`config.mk`:
```
export PLATFORM = sky130hd
export DESIGN_NAME = if_fetch_unit
export DESIGN_NICKNAME = d
export VERILOG_FILES = /design/src/rtl/if_fetch_unit_pkg.sv /design/src/rtl/if_fetch_unit_inst_buffer.sv /design/src/rtl/if_fetch_unit.sv
export SDC_FILE = /design/constraint.sdc
export NUM_CORES = 1
export LEC_CHECK = 0
export ABC_AREA = 1
export BUFFER_PORTS_ARGS = -buffer_cell sky130_fd_sc_hd__buf_2
export CAP_MARGIN = 20
export CORE_MARGIN = 2
export CORE_UTILIZATION = 30
export CTS_BUF_LIST = sky130_fd_sc_hd__clkbuf_8
export DETAILED_ROUTE_END_ITERATION = 8
export PLACE_DENSITY = 0.53
export RECOVER_POWER = 50
export SLEW_MARGIN = 20
export SYNTH_ARGS = -nofsm -noshare
export SYNTH_HDL_FRONTEND = slang
export SYNTH_SLANG_ARGS = --single-unit
export TNS_END_PERCENT = 5
```
`constraint.sdc`:
```
create_clock -name clock -period 8.5 [get_ports clock]
set_clock_uncertainty 0.05 [all_clocks]
set_input_delay 1.275 -clock clock [delete_from_list [all_inputs] [get_ports clock]]
set_output_delay 1.275 -clock clock [all_outputs]
set_load 0.02 [all_outputs]
```
`src/rtl/if_fetch_unit_pkg.sv`:
```
`default_nettype none
// ============================================================================
// Module      : if_fetch_unit_pkg
// Description : Shared constants for the instruction-fetch stage: exception
//               codes, reset vector, stall-vector bit indices and the fetch
//               state encoding.
// Revision    : 1.0 - initial release
// ============================================================================
package if_fetch_unit_pkg;

    // Boot ROM entry point
    localparam logic [31:0] c_reset_pc   = 32'hBFC00000;

    // Exception codes carried in exr_type
    localparam logic [5:0]  c_exr_int    = 6'h00;
    localparam logic [5:0]  c_exr_adel   = 6'h04;
    localparam logic [5:0]  c_exr_ades   = 6'h05;
    localparam logic [5:0]  c_exr_sys    = 6'h08;
    localparam logic [5:0]  c_exr_bp     = 6'h09;
    localparam logic [5:0]  c_exr_ri     = 6'h0a;
    localparam logic [5:0]  c_exr_ov     = 6'h0c;
    localparam logic [5:0]  c_exr_eret   = 6'h0e;

    // Bit positions inside the shared stall vector
    localparam int          c_stall_if   = 0;
    localparam int          c_stall_id   = 1;
    localparam int          c_stall_ex   = 2;
    localparam int          c_stall_mem  = 3;
    localparam int          c_stall_wb   = 4;

    // Fetch state encoding
    localparam int                    c_state_w    = 2;
    localparam logic [c_state_w-1:0]  c_st_req     = 2'd0;
    localparam logic [c_state_w-1:0]  c_st_wait    = 2'd1;
    localparam logic [c_state_w-1:0]  c_st_hold    = 2'd2;
    localparam logic [c_state_w-1:0]  c_st_discard = 2'd3;

endpackage
`default_nettype wire

```
`src/rtl/if_fetch_unit_inst_buffer.sv`:
```
`default_nettype none
// ============================================================================
// Module      : if_fetch_unit_inst_buffer
// Description : Single-entry buffer holding the fetched instruction and its
//               fetch-exception fields until the IF/ID register consumes it.
//               Clear wins over load. While empty, every field reads as zero
//               so the outputs double as a bubble.
// Ports       : clock, reset        - clock / asynchronous active-high reset
//               i_load, i_clear     - capture new entry / empty the buffer
//               i_addr..i_exr_a0    - entry to capture
//               o_valid..o_exr_a0   - current buffer contents
// Revision    : 1.0 - initial release
// ============================================================================
module if_fetch_unit_inst_buffer (
    input  logic        clock,
    input  logic        reset,
    input  logic        i_load,
    input  logic        i_clear,
    input  logic [31:0] i_addr,
    input  logic [31:0] i_inst,
    input  logic        i_exr_valid,
    input  logic [5:0]  i_exr_type,
    input  logic [31:0] i_exr_a0,
    output logic        o_valid,
    output logic [31:0] o_addr,
    output logic [31:0] o_inst,
    output logic        o_exr_valid,
    output logic [5:0]  o_exr_type,
    output logic [31:0] o_exr_a0
);

    logic        r_valid;
    logic [31:0] r_addr;
    logic [31:0] r_inst;
    logic        r_exr_valid;
    logic [5:0]  r_exr_type;
    logic [31:0] r_exr_a0;

    always_ff @(posedge clock or posedge reset) begin
        if (reset) begin
            r_valid     <= 1'b0;
            r_addr      <= '0;
            r_inst      <= '0;
            r_exr_valid <= 1'b0;
            r_exr_type  <= '0;
            r_exr_a0    <= '0;
        end else if (i_clear) begin
            r_valid     <= 1'b0;
            r_addr      <= '0;
            r_inst      <= '0;
            r_exr_valid <= 1'b0;
            r_exr_type  <= '0;
            r_exr_a0    <= '0;
        end else if (i_load) begin
            r_valid     <= 1'b1;
            r_addr      <= i_addr;
            r_inst      <= i_inst;
            r_exr_valid <= i_exr_valid;
            r_exr_type  <= i_exr_type;
            r_exr_a0    <= i_exr_a0;
        end
    end

    assign o_valid     = r_valid;
    assign o_addr      = r_addr;
    assign o_inst      = r_inst;
    assign o_exr_valid = r_exr_valid;
    assign o_exr_type  = r_exr_type;
    assign o_exr_a0    = r_exr_a0;

endmodule
`default_nettype wire

```
`src/rtl/if_fetch_unit.sv`:
```
`default_nettype none
// ============================================================================
// Module      : if_fetch_unit
// Description : Instruction-fetch stage. Owns the PC, issues one outstanding
//               read on the req/addr_ok/data_ok instruction bus, buffers the
//               returned word and presents it to the IF/ID register under the
//               shared stall vector. Handles delay-slot branch redirects,
//               exception flushes and misaligned-PC AdEL without bus access.
// Ports       : clock, reset            - clock / async active-high reset
//               stall[4:0]              - stall vector, bit0 holds IF
//               branch_valid/_target    - taken branch resolved in ID
//               flush/flush_target      - exception or eret redirect
//               inst_req/addr/addr_ok/data_ok/rdata - instruction bus
//               out_addr/inst/exr_*     - buffered instruction to IF/ID
//               fetch_stall_req         - no valid instruction buffered
// Revision    : 1.0 - initial release
// ============================================================================
module if_fetch_unit
    import if_fetch_unit_pkg::*;
#(
    parameter logic [31:0] RESET_PC = c_reset_pc,
    parameter logic [5:0]  EXR_ADEL = c_exr_adel
) (
    input  logic        clock,
    input  logic        reset,
    input  logic [4:0]  stall,
    input  logic        branch_valid,
    input  logic [31:0] branch_target,
    input  logic        flush,
    input  logic [31:0] flush_target,
    output logic        inst_req,
    output logic [31:0] inst_addr,
    input  logic        inst_addr_ok,
    input  logic        inst_data_ok,
    input  logic [31:0] inst_rdata,
    output logic [31:0] out_addr,
    output logic [31:0] out_inst,
    output logic        out_exr_valid,
    output logic [5:0]  out_exr_type,
    output logic [31:0] out_exr_a0,
    output logic        fetch_stall_req
);

    logic [c_state_w-1:0] r_state;
    logic [c_state_w-1:0] w_state_nxt;
    logic [31:0]          r_pc;
    logic [31:0]          w_pc_nxt;
    logic                 r_pend_valid;
    logic                 w_pend_valid_nxt;
    logic [31:0]          r_pend_target;
    logic [31:0]          w_pend_target_nxt;

    logic                 w_req;
    logic                 w_load;
    logic                 w_clear;
    logic [31:0]          w_load_inst;
    logic                 w_load_exr;
    logic                 w_buf_valid;
    logic                 w_misaligned;
    logic                 w_unused_stall;

    assign w_misaligned   = |r_pc[1:0];
    // Only the IF bit of the stall vector matters to this stage
    assign w_unused_stall = ^stall[c_stall_wb:c_stall_id];

    always_ff @(posedge clock or posedge reset) begin
        if (reset) begin
            r_state       <= c_st_req;
            r_pc          <= RESET_PC;
            r_pend_valid  <= 1'b0;
            r_pend_target <= '0;
        end else begin
            r_state       <= w_state_nxt;
            r_pc          <= w_pc_nxt;
            r_pend_valid  <= w_pend_valid_nxt;
            r_pend_target <= w_pend_target_nxt;
        end
    end

    always_comb begin
        w_state_nxt       = r_state;
        w_pc_nxt          = r_pc;
        w_pend_valid_nxt  = r_pend_valid;
        w_pend_target_nxt = r_pend_target;
        w_req             = 1'b0;
        w_load            = 1'b0;
        w_clear           = 1'b0;
        w_load_inst       = '0;
        w_load_exr        = 1'b0;

        // The fetch in flight is the delay slot; the redirect waits for it
        if (branch_valid) begin
            w_pend_valid_nxt  = 1'b1;
            w_pend_target_nxt = branch_target;
        end

        case (r_state)
            c_st_req: begin
                if (w_misaligned) begin
                    w_load      = 1'b1;
                    w_load_exr  = 1'b1;
                    w_state_nxt = c_st_hold;
                end else begin
                    w_req = 1'b1;
                    if (inst_addr_ok) begin
                        w_state_nxt = c_st_wait;
                    end
                end
            end
            c_st_wait: begin
                if (inst_data_ok) begin
                    w_load      = 1'b1;
                    w_load_inst = inst_rdata;
                    w_state_nxt = c_st_hold;
                end
            end
            c_st_hold: begin
                if (!stall[c_stall_if]) begin
                    w_clear          = 1'b1;
                    w_pend_valid_nxt = 1'b0;
                    // A branch resolving in the consume cycle redirects at once
                    if (branch_valid) begin
                        w_pc_nxt = branch_target;
                    end else if (r_pend_valid) begin
                        w_pc_nxt = r_pend_target;
                    end else begin
                        w_pc_nxt = r_pc + 32'd4;
                    end
                    w_state_nxt = c_st_req;
                end
            end
            c_st_discard: begin
                if (inst_data_ok) begin
                    w_state_nxt = c_st_req;
                end
            end
            default: begin
                w_state_nxt = c_st_req;
            end
        endcase

        // Flush overrides everything. A read still owed by the bus must be
        // drained in DISCARD; if its data arrives this very cycle it is
        // simply dropped and fetching restarts immediately.
        if (flush) begin
            w_pc_nxt         = flush_target;
            w_pend_valid_nxt = 1'b0;
            w_clear          = 1'b1;
            w_load           = 1'b0;
            if ((r_state == c_st_req && w_req && inst_addr_ok) ||
                ((r_state == c_st_wait || r_state == c_st_discard) && !inst_data_ok)) begin
                w_state_nxt = c_st_discard;
            end else begin
                w_state_nxt = c_st_req;
            end
        end
    end

    if_fetch_unit_inst_buffer u_inst_buffer (
        .clock       (clock),
        .reset       (reset),
        .i_load      (w_load),
        .i_clear     (w_clear),
        .i_addr      (r_pc),
        .i_inst      (w_load_inst),
        .i_exr_valid (w_load_exr),
        .i_exr_type  (w_load_exr ? EXR_ADEL : 6'h00),
        .i_exr_a0    (w_load_exr ? r_pc : 32'h0),
        .o_valid     (w_buf_valid),
        .o_addr      (out_addr),
        .o_inst      (out_inst),
        .o_exr_valid (out_exr_valid),
        .o_exr_type  (out_exr_type),
        .o_exr_a0    (out_exr_a0)
    );

    // State resets to REQ, so the request is masked while reset is held
    assign inst_req        = w_req & ~reset;
    assign inst_addr       = r_pc;
    assign fetch_stall_req = ~w_buf_valid;

endmodule
`default_nettype wire

```
---- After elaboration in Yosys (flattened, before gate mapping) ----
Cells that the tools add are included.
W data, S select, Z words.
operators by class
  add/subtract/negate cells ............... 1
  equal/unequal tests ..................... 8
  mux-type cells .......................... 43
  bitwise logic cells ..................... 3
  reduce and logical (&&, ||, !) cells .... 12
operators with widths
  operator                 count
  $mux W32                 14
  $add A32 B3 Y32 const B  1
  $mux W1                  17
  $mux W2                  7
  $mux W6                  2
  $ne A3 B3 Y1 const B     3
  $pmux W2 S4              1
  $eq A2 B2 Y1 const B     2
  $ne A4 B4 Y1 const B     1
  $reduce_and A4 Y1        1
  $reduce_bool A2 Y1       2
  $logic_and A1 B1 Y1      3
  $mux W3                  1
  $eq A2 B1 Y1 const B     1
  $logic_not A2 Y1         1
  $logic_or A1 B1 Y1       2
  $ne A2 B1 Y1 const B     1
  $not A1 Y1               2
  $pmux W1 S2              1
  $reduce_and A2 Y1        1
  $reduce_or A2 Y1         1
  $and A1 B1 Y1            1
  $logic_not A1 Y1         1
word-level totals
  register bits ........................... 171
  output and inout port bits .............. 137

---- Logic depth before layout (Yosys ltp) ----
Gate-level depths: netlist of the first run.
  depth in word-level cells ............... 8
  mapped depth ............................ 12

---- Modules after synthesis ----
From an unflattened synthesis of the first run, not the netlist that was laid out.
unflattened totals
  cells, all modules ...................... 1,253
  area total of the unflattened synthesis .. 8,951.1 µm²
modules (own cells, without submodules)
  module                     times used  cells each  area each (µm²)  sequential area each (µm²)
  if_fetch_unit              1           801         4,787.1          1,687.9
  if_fetch_unit_inst_buffer  1           452         4,164.0          2,602.5

---- Worst setup path before layout of the first run ----
Ideal clock, no wire load.
  path type ............................... input to output
  from .................................... in reset
  to ...................................... out inst_req
  arrival ................................. 1,568 ps
  required time ........................... 7,175 ps
  slack ................................... 5,607 ps
  stages .................................. 1
  buffers on the path ..................... 0
  cell sequence ........................... nor2_1
on the way
  longest elaborated chain between the ends .. 2
ends and longest elaborated chain
  item           line                  text
  from (decl)    if_fetch_unit.sv:25   input logic reset,
  $not A1 Y1     if_fetch_unit.sv:178  assign inst_req = w_req & ~reset;
  $and A1 B1 Y1  if_fetch_unit.sv:178
  to (decl)      if_fetch_unit.sv:31   output logic inst_req,
Every way passes these cells.

---- Worst setup path after layout of the first run ----
  from .................................... in branch_valid
  to ...................................... reg r_pc[5], in the netlist inst_addr[5]
on the way
  longest elaborated chain between the ends .. 4
ends and longest elaborated chain
  item                  line                  text
  from (decl)           if_fetch_unit.sv:27   input logic branch_valid,
  $mux W32              if_fetch_unit.sv:122  if (branch_valid) begin
  $mux W32              if_fetch_unit.sv:118  if (!stall[c_stall_if]) begin
  $mux W32              if_fetch_unit.sv:97   case (r_state)
  $mux W32              if_fetch_unit.sv:145  if (flush) begin
  to (signal assigned)  if_fetch_unit.sv:74   r_pc <= w_pc_nxt;
  to (decl)             if_fetch_unit.sv:46   logic [31:0] r_pc;
Every way passes these cells. The select of a mux whose other input is x is not followed.
A chain may end at the register's enable or synchronous reset.

==> results of run 1 <==
-- flip-flops by register name, summed over array words and instances (netlist names) --
signal / flops
r_pend_valid: 1
u_inst_buffer.o_addr: 32
inst_addr: 32
r_state: 2
r_pend_target: 32
u_inst_buffer.o_valid: 1
u_inst_buffer.o_exr_a0: 32
u_inst_buffer.o_exr_type: 1
u_inst_buffer.o_inst: 32
-- cells by family (layout without fill, tap and decap cells) --
logic type,after synthesis,in the layout
compound gates,200,200
xor+xnor,3,3
fa+ha+maj,1,1
buf+inv,257,473
flops,165,165
other cells,1,6
simple gates,458,458
-- per-stage QoR --
step | instances | setup slack [ns] | cell area (sq um) | power [mW]
6_report | 1647 | 3.06 | 9840 | 2.64
3_5_place_dp | 1614 | 4.76 | 9560 | 2.07
5_1_grt | 1646 | 2.55 | 9840 | 2.83
4_1_cts | 1646 | 5.26 | 9990 | 2.72
3_3_place_gp | 1614 | 4.78 | 9560 | 2.06
2_1_floorplan | 1089 | 2.73 | 8240 | 1.74
-- worst min-delay path: stages, from the launching register on --
cell and delay, ns:
dfrtp_1 0.33, nand2_1 0.06, nand2_1 0.05
-- power groups by stage --
stage | logic (mW) | registers (mW) | clock network (mW)
2_1_floorplan | 0.471 | 1.27 | 0
3_3_place_gp | 0.963 | 1.10 | 0
3_5_place_dp | 0.970 | 1.10 | 0
4_1_cts | 0.972 | 1.09 | 0.657
5_1_grt | 1.03 | 1.12 | 0.684
6_report | 0.921 | 1.09 | 0.631
-- synthesized netlist by cell type --
cell type  count  area share, %
a21oi_4        1           0.20
o221ai_1       1           0.11
dfstp_2        9            2.9
and2_1         1          0.076
buf_1          4           0.18
xor2_1         2           0.21
or2_2          1          0.076
nand2_1      237             11
a21oi_1       79            4.8
xnor2_1        1           0.11
a211oi_1       1          0.091
dfrtp_1      156             47
nand3_1       55            3.3
a31oi_1        2           0.15
o21ai_0       45            2.7
ha_1           1           0.15
nor3_1         1          0.061
a21oi_2        1           0.11
o211ai_1       2           0.18
o21ai_1        2           0.12
nand2_2        2           0.15
nor2_2         1          0.076
nand3_2        1           0.12
inv_1        196            8.9
inv_2          3           0.14
clkbuf_1      17           0.78
buf_6         10            1.4
buf_2         17            1.0
nor2_4         4           0.55
nor2_1       155            7.1
buf_4          9           0.82
o22ai_1       66            5.0
clkinv_1       1          0.046
conb_1         1          0.046
-- area by class of cell --
cell class	count	area [sq um]	share of cell area [%]
Sequential cell	165	4140	42.1
Multi-Input combinational cell	667	3020	30.6
Timing Repair Buffer	241	1080	10.9
Inverter	200	752	7.64
Tap cell	341	427	4.34
Clock buffer	17	234	2.38
Clock inverter	15	191	1.95
Antenna cell	1	2.50	0.0254
-- routing by layer --
layer | wire length, um | vias up | global-route usage [%] | part of all wire, %
li1 | - | 3775 | - | -
met1 | 11900 | 3565 | 23.9 | 46
met2 | 12400 | 175 | 30.6 | 48
met3 | 1020 | 17 | 3.08 | 4.0
met4 | 359 | 0 | 4.20 | 1.4
met5 | 0 | - | 0 | 0
-- path summary, 6_finish.rpt --
check                                             start                                endpoint  slack, ns  cells past startpoint
max                                        branch_valid                inst_addr[5]$_DFFE_PP0P_       3.06                      9
min                        r_pend_target[5]$_DFFE_PP0P_            r_pend_target[5]$_DFFE_PP0P_       0.43                      2
max reg2reg                    inst_addr[0]$_DFFE_PP0P_    u_inst_buffer.o_addr[21]$_DFFE_PP0P_       5.48                      7
min reg2reg                r_pend_target[5]$_DFFE_PP0P_            r_pend_target[5]$_DFFE_PP0P_       0.43                      2
max in group asynchronous                         reset  u_inst_buffer.o_exr_a0[31]$_DFFE_PP0P_       3.99                      3
min in group asynchronous                         reset    u_inst_buffer.o_inst[18]$_DFFE_PP0P_       2.02                      2
==> impl_metrics.json, run 1 <==
{
  "ios": 244,
  "crit_path_max_fanout": 102,
  "io_buffer_count": 234,
  "hold_violations": 0,
  "status": "complete, but fails checks",
  "synth_cell_types": 34,
  "cts_hold_buf": 0,
  "vias_per_cell": 4.57,
  "routed_wirelength_mm": 25.7,
  "fmax_ghz": 0.184,
  "core_region_area_sq_um": 27000,
  "hp-class": "reg2reg",
  "synth_mux_area_share_pct": 0,
  "p_leak_nw": 4.86,
  "hold_slack_ns": 0.426,
  "slowest_stage": "clkbuf_1",
  "vias": 7532,
  "yosys.area_share.adder_pct": 0.152,
  "pwr-share-seq_pct": 41.3,
  "seq_area_frac_synth_pct": 50.3,
  "crit_top_cell": "nand2_1",
  "final_util_pct": 36.5,
  "finalCritPeriodShare_pct": 64.0,
  "synth-seq-cells": 165,
  "yosysWarnings": 0,
  "place.gp.congestion": 0.823,
  "syn_avg_cell_area_sq_um": 7.58,
  "first_iter_violations": 473,
  "syn_area_sq_um": 8230,
  "ant_nets": 0,
  "start_kind": "primary input",
  "crit_required_ns": 8.78,
  "synth_xor_area_share_pct": 0.319,
  "path_clk_slew_ns": 0.10,
  "slew_violations": 225,
  "grt.total_usage_pct": 18.0,
  "avgRoutedWirePerCell_um": 15.6,
  "rows": 60,
  "crit_type": "in2reg",
  "synth-simple-area-share_pct": 22.3,
  "netlist_instances": 1085,
  "cts_resized": 0,
  "setup_viol": 0,
  "area_growth_pct": 19.6,
  "ir_drop_uv": 128,
  "drtPass1Iterations": 5,
  "rsz0062_at_grt": "false",
  "cp.arrival_ns": 5.72,
  "violations": "max-capacitance violations, max-slew violations",
  "n_fill_cell": 2976,
  "cts_num_sinks": 165,
  "final_common_cell": "nand2_1",
  "max_stage_delay_ns": 2.78,
  "crit_buf_inv": 3,
  "drc": 0,
  "path_cells": "buf_2 > clkbuf_1 > inv_1 > nand2_1 > nand2_1 > nand2_1 > nand3_1 > o211ai_1 > nand2_1",
  "die_x_um": 170,
  "final_cell_mix": "nand2_1 (237), inv_1 (195), dfrtp_1 (156)",
  "tns_ns": 0,
  "worst_pin_slew_ns": 4.20,
  "start_util_pct": 30.5,
  "synth_compound_area_share_pct": 13.5,
  "die_h_um": 170,
  "clock_path_buffers": 2,
  "grt_pass1_vias": 7181,
  "insertion_delay_ns": 0.45,
  "clockPowerShare_pct": 23.8,
  "max_cap_violations": 3,
  "cts_max_level": 4,
  "powerDensity_nw_per_um2": 269,
  "drive_gt1_share_pct": 13.9,
  "max_slew_margin_pct": -182,
  "cts_setup_buffers": 0,
  "grt_pass1_wl_mm": 39.7,
  "switchingPower_mw": 1.13,
  "post-route-min-period_ns": 5.44,
  "antenna_found_initial": 1,
  "synth_top_family_by_area": "simple AND/OR/NAND/NOR gates",
  "cts_tree": "done",
  "grt_max_degree": 103,
  "switching_share_pct": 42.8,
  "path_delay_family": "buffers and inverters",
  "fp.dieArea_sq_um": 28800,
  "end_kind": "flop",
  "p_int_mw": 1.51,
  "clockRootBuffer": "clkbuf_8",
  "fin_nets": 1400,
  "cts_buffers": 17,
  "hpwl_mm": 18.5,
  "combPwrFrac_pct": 34.8,
  "grt_overflow": 0
}
No activity file was read; power rests on OpenSTA's default activity.
==> run 2: changes to the inputs <==
==> constraint.sdc (replaced) <==
create_clock -name clock -period 5.2 [get_ports clock]
set_clock_uncertainty 0.05 [all_clocks]
set_input_delay 0.78 -clock clock [delete_from_list [all_inputs] [get_ports clock]]
set_output_delay 0.78 -clock clock [all_outputs]
set_load 0.02 [all_outputs]
==> run 2 against run 1 <==
  * The run still ends with max-capacitance violations, max-slew violations left
  * Largest cell class unchanged
  * First-iteration DRC count decreased by 4.0%
  * Non-clock buffer count increased by 2
  * Core utilization increased by 0.26 points
  * Critical path depth decreased by 1
==> impl_metrics.json, run 2 (synthesis gave the netlist of run 1 again) <==
{
  "cts_num_sinks": 165,
  "placed_area_sq_um": 9580,
  "clockPowerShare_pct": 22.5,
  "tns_ns": 0,
  "met3_length_mm": 1.03,
  "area_growth_pct": 20.5,
  "p_int_mw": 2.43,
  "setup_viol": 0,
  "slowest_stage": "clkbuf_1",
  "drive_gt1_share_pct": 18.9,
  "routed_wirelength_mm": 25.7,
  "slew_violations": 60,
  "first_iter_violations": 454,
  "antenna_found_initial": 2,
  "fin_cells": 1650,
  "ios": 244,
  "crit_path_max_fanout": 59,
  "path_delay_family": "buffers and inverters",
  "grt_pass1_vias": 7126,
  "combPwrFrac_pct": 35.9,
  "drc": 0,
  "clock_path_buffers": 2,
  "start_util_pct": 30.5,
  "placed_cells": 1615,
  "hold_violations": 0,
  "cts_resized": 0,
  "grt_pass1_wl_mm": 39.4,
  "fin_nets": 1402,
  "violations": "max-capacitance violations, max-slew violations",
  "max_cap_violations": 1,
  "ant_nets": 0,
  "highest_layer": "met4",
  "worst_pin_slew_ns": 2.42,
  "switchingPower_mw": 1.84,
  "cts_tree": "done",
  "status": "complete, but fails checks",
  "cts_buffers": 17,
  "switching_share_pct": 43.2,
  "powerDensity_nw_per_um2": 431,
  "cts_setup_buffers": 0,
  "met2_length_mm": 12.3,
  "path_clk_slew_ns": 0.10,
  "reg2reg_slack_ns": 2.05,
  "stdcell_area_sq_um": 9910,
  "crit_buf_inv": 2,
  "drtPass1Iterations": 5,
  "wl_met1_mm": 11.8,
  "post-route-min-period_ns": 3.43,
  "pwr-share-seq_pct": 41.7,
  "crit_top_cell": "nand2_1",
  "fmax_ghz": 0.291,
  "cts_max_level": 4,
  "final_common_cell": "nand2_1",
  "vias": 7537,
  "rsz0062_at_grt": "false",
  "cp.arrival_ns": 3.73,
  "grt.total_usage_pct": 17.9,
  "crit_required_ns": 5.50,
  "final_cell_mix": "nand2_1 (237), inv_1 (195), buf_2 (183)",
  "place.gp.congestion": 0.831,
  "start_kind": "primary input",
  "max_stage_delay_ns": 1.68,
  "avgRoutedWirePerCell_um": 15.6,
  "hold_slack_ns": 0.427,
  "fp.dieArea_sq_um": 28800,
  "vias_per_cell": 4.57,
  "die_h_um": 170,
  "insertion_delay_ns": 0.46,
  "crit_type": "in2reg",
  "rows": 60,
  "max_slew_margin_pct": -61.2,
  "cts_hold_buf": 0,
  "io_buffer_count": 234,
  "core_region_area_sq_um": 27000,
  "finalCritPeriodShare_pct": 66.0,
  "finalPower_mw": 4.27,
  "path_cells": "clkbuf_1 > inv_1 > nand2_1 > nand2_1 > nand2_1 > nand3_1 > o211ai_1 > nand2_1",
  "hp-class": "reg2reg",
  "end_kind": "flop",
  "p_leak_nw": 5.09,
  "grt_max_degree": 166,
  "hpwl_mm": 18.3,
  "die_x_um": 170,
  "grt_overflow": 0,
  "ir_drop_uv": 178,
  "clockRootBuffer": "clkbuf_8"
}
==> run 2: cell types whose count changed in the layout (fill, tap and decap cells not counted), sizes merged <==
cell	previous run	this run
clkinv	3	4
inv	206	205
diode	1	2
buf	126	192
clkbuf	132	69
clkinvlp	3	4
bufinv	3	1
==> run 2: power by group through the flow <==
stage	Clock [mW]	Sequential (mW)	Combinational [mW]
floorplan	0	2.08	0.771
global placement	0	1.80	1.57
detailed placement	0	1.80	1.59
CTS	1.00	1.78	1.59
global route	1.05	1.82	1.71
finish	0.960	1.78	1.53
==> run 2: layout make-up <==
cell class / count / area (sq um)
fillers: 2940 / 17000
diodes: 2 / 5.00
clock inverters: 14 / 140
flip-flops and latches: 165 / 4140
inverters: 200 / 752
multi-input cells: 667 / 3000
well taps: 341 / 427
repair buffers: 243 / 1190
clock buffers: 18 / 248
==> run 2: path summary, 6_finish.rpt <==
kind                                              start                                    to  cells after the start
max                                        branch_valid              inst_addr[5]$_DFFE_PP0P_                      8
min                        r_pend_target[6]$_DFFE_PP0P_          r_pend_target[6]$_DFFE_PP0P_                      2
max reg2reg                      r_state[1]$_DFFE_PP0P_  u_inst_buffer.o_addr[10]$_DFFE_PP0P_                      7
min reg2reg                r_pend_target[6]$_DFFE_PP0P_          r_pend_target[6]$_DFFE_PP0P_                      2
max in group asynchronous                         reset              inst_addr[7]$_DFFE_PP0P_                      3
min in group asynchronous                         reset  u_inst_buffer.o_inst[15]$_DFFE_PP0P_                      3
==> run 2: through the flow <==
step                util, %  setup WS [ns]
detailed placement     35.5           2.08
floorplan                 -           2.28
CTS                    37.0           2.23
global route           36.8           1.43
global placement       35.5           2.08
finish                 36.8           1.77
==> run 2: layer usage <==
| metal | GRT usage [%] | vias to the layer above |
|---|---|---|
| met2 | 29.2 | 179 |
| met1 | 24.0 | 3550 |
| met4 | 6.21 | 0 |
| met5 | 0 | - |
| li1 | - | 3784 |
| met3 | 3.17 | 24 |
==> run 2: worst reg2reg max path, cell delays in order, from the launching register on <==
cell	delay [ns]
dfrtp_1	0.42
nand2_1	0.11
inv_2	0.04
a21oi_1	0.85
nand3_4	0.82
buf_4	0.53
nor2_1	0.15
a21oi_1	0.05
